<file path="src/rtl/fetch_unit.sv">
// fetch_unit: instruction-fetch stage feeding the IF/ID buffer.
// Owns the PC and keeps one outstanding request on a ready-handshaked
// instruction-memory port. Handles hazard stalls, branch redirects
// with bubble insertion, and discarding of wrong-path responses.
// Ports:
//   clk, rst_n            clock, synchronous active-low reset
//   pc_write              1 = advance, 0 = hold PC and IF/ID contents
//   branch_taken/_target  one-cycle redirect request and address
//   imem_req/imem_addr    request valid and address (stable until ready)
//   imem_ready/imem_rdata response strobe and fetched word
//   inst_out/pc_out       instruction and its PC+4 for the IF/ID buffer
//   ifid_write            IF/ID buffer write enable
// Optional macro FETCH_STATS_EN adds bubble_count (32b) and
// drop_count (16b), both saturating and cleared on reset.

module fetch_unit #(
   parameter logic [31:0] RESET_PC = 32'h0000_0000,
   parameter logic [31:0] NOP_INST = 32'h0000_0000
) (
   input  logic        clk,
   input  logic        rst_n,
   input  logic        pc_write,
   input  logic        branch_taken,
   input  logic [31:0] branch_target,
   output logic        imem_req,
   output logic [31:0] imem_addr,
   input  logic        imem_ready,
   input  logic [31:0] imem_rdata,
   output logic [31:0] inst_out,
   output logic [31:0] pc_out,
   output logic        ifid_write
`ifdef FETCH_STATS_EN
   ,
   output logic [31:0] bubble_count,
   output logic [15:0] drop_count
`endif
);

   typedef enum logic [1:0] {
      FETCH = 2'd0,
      HOLD  = 2'd1,
      DROP  = 2'd2
   } state_t;

   state_t      state_q, state_d;
   logic [31:0] pc_q, pc_d;
   logic [31:0] req_addr_q, req_addr_d;
   logic [31:0] hold_inst_q, hold_inst_d;
   logic [31:0] hold_pc_q, hold_pc_d;
   logic [31:0] pc_inc;
   logic        bubble_wr;
   logic        drop_rsp;

   assign pc_inc    = pc_q + 32'd4;
   assign imem_addr = req_addr_q;

   always_comb begin
      state_d     = state_q;
      pc_d        = pc_q;
      req_addr_d  = req_addr_q;
      hold_inst_d = hold_inst_q;
      hold_pc_d   = hold_pc_q;
      imem_req    = 1'b0;
      inst_out    = NOP_INST;
      pc_out      = 32'd0;
      ifid_write  = 1'b0;
      bubble_wr   = 1'b0;
      drop_rsp    = 1'b0;
      if (rst_n) begin
         unique case (state_q)
            FETCH: begin
               imem_req = 1'b1;
               if (branch_taken) begin
                  ifid_write = 1'b1;
                  bubble_wr  = 1'b1;
                  pc_d       = branch_target;
                  // An unanswered request must finish at its old address.
                  if (imem_ready) req_addr_d = branch_target;
                  else            state_d    = DROP;
               end else if (imem_ready && pc_write) begin
                  inst_out   = imem_rdata;
                  pc_out     = pc_inc;
                  ifid_write = 1'b1;
                  pc_d       = pc_inc;
                  req_addr_d = pc_inc;
               end else if (imem_ready) begin
                  hold_inst_d = imem_rdata;
                  hold_pc_d   = pc_inc;
                  state_d     = HOLD;
               end else begin
                  ifid_write = pc_write;
                  bubble_wr  = pc_write;
               end
            end
            HOLD: begin
               inst_out = hold_inst_q;
               pc_out   = hold_pc_q;
               if (branch_taken) begin
                  inst_out   = NOP_INST;
                  pc_out     = 32'd0;
                  ifid_write = 1'b1;
                  bubble_wr  = 1'b1;
                  pc_d       = branch_target;
                  req_addr_d = branch_target;
                  state_d    = FETCH;
               end else if (pc_write) begin
                  ifid_write = 1'b1;
                  pc_d       = pc_inc;
                  req_addr_d = pc_inc;
                  state_d    = FETCH;
               end
            end
            DROP: begin
               imem_req   = 1'b1;
               ifid_write = branch_taken | pc_write;
               bubble_wr  = branch_taken | pc_write;
               if (branch_taken) pc_d = branch_target;
               // The next request goes to the newest PC, even if a
               // redirect arrives together with the dropped response.
               if (imem_ready) begin
                  drop_rsp   = 1'b1;
                  req_addr_d = pc_d;
                  state_d    = FETCH;
               end
            end
            default: state_d = FETCH;
         endcase
      end
   end

   always_ff @(posedge clk) begin
      if (!rst_n) begin
         state_q     <= FETCH;
         pc_q        <= RESET_PC;
         req_addr_q  <= RESET_PC;
         hold_inst_q <= NOP_INST;
         hold_pc_q   <= 32'd0;
      end else begin
         state_q     <= state_d;
         pc_q        <= pc_d;
         req_addr_q  <= req_addr_d;
         hold_inst_q <= hold_inst_d;
         hold_pc_q   <= hold_pc_d;
      end
   end

`ifdef FETCH_STATS_EN
   always_ff @(posedge clk) begin
      if (!rst_n) begin
         bubble_count <= 32'd0;
         drop_count   <= 16'd0;
      end else begin
         if (bubble_wr && bubble_count != 32'hFFFF_FFFF)
            bubble_count <= bubble_count + 32'd1;
         if (drop_rsp && drop_count != 16'hFFFF)
            drop_count <= drop_count + 16'd1;
      end
   end
`else
   logic unused_stats;
   assign unused_stats = bubble_wr ^ drop_rsp;
`endif

endmodule

</file>
<file path="config.mk">
export PLATFORM = sky130hd
export DESIGN_NAME = fetch_unit
export DESIGN_NICKNAME = d
export VERILOG_FILES = /design/src/rtl/fetch_unit.sv
export SDC_FILE = /design/constraint.sdc
export NUM_CORES = 1
export LEC_CHECK = 0
export BUFFER_PORTS_ARGS = -buffer_cell sky130_fd_sc_hd__buf_2
export CAP_MARGIN = 20
export CORE_AREA = 2 2 118 120
export CTS_CLUSTER_SIZE = 14
export DETAILED_ROUTE_END_ITERATION = 8
export DIE_AREA = 0 0 120 122
export MAX_ROUTING_LAYER = met4
export PLACE_DENSITY = 0.79
export SYNTH_ARGS = -nofsm -noshare
export SYNTH_HDL_FRONTEND = slang
export SYNTH_SLANG_ARGS = --single-unit
</file>
<file path="constraint.sdc">
create_clock -name clk -period 2.6 [get_ports clk]
set_clock_uncertainty 0.1 [all_clocks]
set_input_delay 0.13 -clock clk [delete_from_list [all_inputs] [get_ports clk]]
set_output_delay 0.13 -clock clk [all_outputs]
set_load 0.05 [all_outputs]
</file>
## Word level (Yosys, flattened, before mapping)

Index checks and enable logic that the tools add are counted.

| word-level totals | value |
|---|---|
| flip-flop bits (word level) | 130 |
| bits of input ports | 69 |
| output and inout bits | 98 |
| word-level logic and storage cells | 63 |

| cells by class | value |
|---|---|
| $add $sub $neg | 1 |
| eq/ne operators | 9 |
| multiplexer cells | 37 |
| bitwise operators | 3 |
| reductions and logical operators | 8 |

Operators with widths:

| cell | number |
|---|---|
| $mux W32 | 16 |
| $pmux W32 S3 | 2 |
| $pmux W32 S2 | 2 |
| $add A32 B3 Y32 const B | 1 |
| $ne A3 B3 Y1 const B | 6 |
| $mux W2 | 7 |
| $reduce_and A5 Y1 | 2 |
| $mux W1 | 8 |
| $pmux W2 S3 | 1 |
| $reduce_and A4 Y1 | 1 |
| $pmux W1 S3 | 1 |
| $reduce_and A3 Y1 | 1 |
| $reduce_bool A3 Y1 | 1 |
| $eq A2 B1 Y1 const B | 1 |
| $eq A2 B2 Y1 const B | 1 |
| $logic_not A2 Y1 | 1 |
| $ne A2 B2 Y1 const B | 1 |
| $not A1 Y1 | 2 |
| $reduce_or A2 Y1 | 1 |
| $logic_and A1 B1 Y1 | 1 |
| $or A1 B1 Y1 | 1 |

## Depth between registers and ports, before layout

| depth | value |
|---|---|
| depth after elaboration | 5 |
| mapped depth | 10 |
| gate-level depth less buffers | 7 |

## Least setup slack after synthesis

No wires, ideal clock.

| timing | value |
|---|---|
| path type | flip-flop to output port |
| start point | register pc_q[2] |
| end point | output port pc_out[24] |
| arrival | 2.809 ns |
| data required time | 2.370 ns |
| setup slack | -0.439 ns |
| cell stages (with the launch flop) | 7 |
| buffers on the path | 0 |
| cell sequence | dfxtp_1 -> ha_1 -> nand3_1 -> nor4_4 -> nand4_1 -> xor2_1 -> o21ai_0 |

| on the way | value |
|---|---|
| longest elaborated chain between the ends | 5 |

RTL lines:

| element | RTL line | source |
|---|---|---|
| from (decl) | 46 | `logic [31:0] pc_q, pc_d;` |
| from (signal assigned) | 140 | `pc_q <= pc_d;` |
| $add A32 B3 Y32 | 54 | `assign pc_inc = pc_q + 32'd4;` |
| $mux W32 | 80 | `end else if (imem_ready && pc_write) begin` |
| $mux W32 | 73 | `if (branch_taken) begin` |
| $pmux W32 S2 | 70 | `unique case (state_q)` |
| $mux W32 | 69 | `if (rst_n) begin` |
| to (decl) | 30 | `output logic [31:0] pc_out,` |

No other way between the ends.

## Final worst setup path

| timing | value |
|---|---|
| start point | register pc_q[2] |
| end point | output port pc_out[26] |

Same word-level chain as after synthesis.

==> summary.txt <==
global-route wire length before repair - 35.8 mm
layout cells sized above 1 - 0.275
sequential share of power - 0.347
final core occ - 0.717
top cells by area, synth - dfxtp_1 (37%), nand2_1 (6.8%), nor2_1 (6.4%), a22oi_1 (5.6%), o21ai_0 (5.3%)
Startpoint Class - flop
GR Overflow Total - 0
Post-synth ARST share - 0
DP HPWL - 14.3 mm
starting density of the core - 0.520
worst path arrival time - 2340 ps
clk buf depth - 2
final hold violation count - 0
GPL Wtd Cong - 0.947
Sw Share - 0.336
H-tree levels - 4
critical path type - flop to output port
Root Buffer - clkbuf_16
critical path fanouts, max - 8
DIE HEIGHT - 122 um
routed length per placed instance - 17.2 um
synth warn - 0
Gate power share - 0.252
Die Width - 120 um
fmax - 390 MHz
required time of the critical path - 2370 ps
synthesis-to-layout area growth - 37.8%
Detailed Route WL - 23.1 mm
row count - 43
sw power - 2.32 mW
Synth area leader - dfxtp_1
worst hold path class - input port to flop
number of enable flip-flop cells after synthesis - 0
clock network fraction of total power - 0.401
Max transition margin - 0.571
# IOs - 167
initial antenna violation count - 0
gr usage total - 0.313
DRC - 0
DR iter-0 viols - 835
core outline area - 13500 sq um
Post-Syn Instances - 952
syn_area_per_cell - 7.38 sq um
antenna-violating nets left - 0
Ant. Diodes - 0
Fillers - 1062
Post-synth top flop - dfxtp_1
#FFs+latches synth - 130
detailed-route via count - 7941
syn_nets - 1026
die area - 14600 sq um
leakage - 3.90 nW
Clock transition at path regs - 60 ps
pwr dens - 714 nW/um^2
Initial DRT Pass Iterations - 6
CTS tree - done
worst skew pair latency - 430 ps
top cell type's share of synthesized area - 0.370
port buffer count - 166
max-slew violation count - 0
max_cap viols - 0
Layout Nets - 1224
Synth cell types - 54
CP Capture Type - output port
Int Power - 4.59 mW
worst vdd ir - 443 uV
RSZ-0062 raised after global routing - yes
Tmin final - 2570 ps
Fin Setup TNS - 0 ps
worst slew pin tran - 642 ps
final setup violation count - 0
sequential area share after synthesis - 0.370
largest net degree at the start of global routing - 80
Vias/cell - 5.91
Synth Cell Area - 7030 sq um
clk sink count - 130
cts bufs inserted - 17
status - complete, no violations
crit share post-route - 0.987
vias in the first global route - 7209
==> stage by stage <==
stage / setup WS [ps] / hold slack (ps) / std cells / total power [mW] / area (sq um)
after floorplan: -292 / 166 / 952 / 3.52 / 7080
after global placement: 202 / 283 / 1251 / 4.01 / 8180
after detailed placement: 195 / 288 / 1251 / 4.02 / 8180
after CTS: 0.314 / 4.07 / 1335 / 6.85 / 9460
after global routing: -81.5 / 26.0 / 1343 / 7.17 / 9680
final: 33.6 / 5.73 / 1343 / 6.91 / 9680
==> synth_stat cells, drive strengths merged (2+ instances only) <==
cell type  number
dfxtp         130
nand2         127
nor2          119
o21ai          76
a21oi          72
clkbuf         59
a22oi          52
nand3          52
buf            36
xor2           30
nor3           29
o31ai          28
nand4          15
nor4           14
inv            11
xnor2          11
nor2b           7
a31oi           6
a32o            6
and3            6
mux2i           6
a211oi          5
ha              5
or3             5
a21boi          4
and4            4
mux2            4
nand2b          4
a31o            3
a311oi          2
a41oi           2
nand3b          2
nand4b          2
o311ai          2
o31a            2
o41ai           2
or2             2
==> power by group through the flow <==
stage          Sequential, mW  Combinational, mW  Clock (mW)
6_report                 2.40               1.74        2.77
4_1_cts                  2.38               1.69        2.78
5_1_grt                  2.42               1.87        2.88
3_3_place_gp             2.41               1.60           0
3_5_place_dp             2.42               1.61           0
2_1_floorplan            2.60              0.919           0
==> sequential cells by signal, indices dropped and copies added, names as in the netlist <==
| register | cells |
|---|---|
| pc_q | 32 |
| imem_addr | 32 |
| hold_inst_q | 32 |
| state_q | 2 |
| hold_pc_q | 32 |
==> critical path, cell delays in order, from the launching register on <==
cell and delay (ps):
dfxtp_4 390, ha_4 160, nand3_2 120, nor4_4 360
buf_6 190, nand3_1 120, xor2_2 200, o21ai_1 190
buf_6 180
==> timing repair <==
item	in CTS	in global routing
pin swaps	4	8
hold buffers	51	0
hold endpoints to repair	64	0
buffers inserted	1	7
gates cloned	0	1
gates resized for setup	27	47
endpoints found under the setup margin	64	64
==> layer usage <==
layer  routed length [um]  GRT usage  up-vias
met1                 9560      0.379     3718
met3                 1610     0.0543       65
met2                11200      0.513      379
met4                  692      0.137        0
li1                     -          -     3779
met5                    0          -        -
==> final timing paths <==
path | cells after the start | endpoint | slack [ps] | from
max | 8 | pc_out[26] | 30 | pc_q[2]$_SDFFE_PN0P_
min | 3 | pc_q[30]$_SDFFE_PN0P_ | 6 | branch_target[30]
max reg2reg | 7 | pc_q[24]$_SDFFE_PN0P_ | 200 | state_q[0]$_SDFFE_PN0P_
min reg2reg | 2 | imem_addr[4]$_SDFFE_PN0P_ | 350 | imem_addr[4]$_SDFFE_PN0P_
==> area by class of cell <==
cell class | instances | area (sq um) | area share
tap | 180 | 225 | 0.0233
clock buffer | 17 | 425 | 0.0439
inverter | 11 | 41.3 | 0.00426
multi-input combinational | 716 | 4200 | 0.433
clock inverter | 15 | 254 | 0.0262
timing repair buffer | 274 | 1920 | 0.198
sequential | 130 | 2620 | 0.271
==> cell families after synthesis <==
| family | synth area share |
|---|---|
| simple gates | 0.254 |
| fa+ha+maj | 0.00890 |
| buf+inv | 0.0613 |
| xor+xnor | 0.0511 |
| compound gates | 0.239 |
| flops | 0.370 |
| mux | 0.0150 |
==> placed cells by master (no fill, tap or decap), drive strengths merged, types with 29 or more instances in the layout <==
cell type    instances
nor3                29
nor2               119
buf                216
dlygate4sd3         51
nand2              127
nand3               52
a21oi               72
xor2                30
o21ai               76
a22oi               52
dfxtp              130
(Power assumes the default switching activity.)
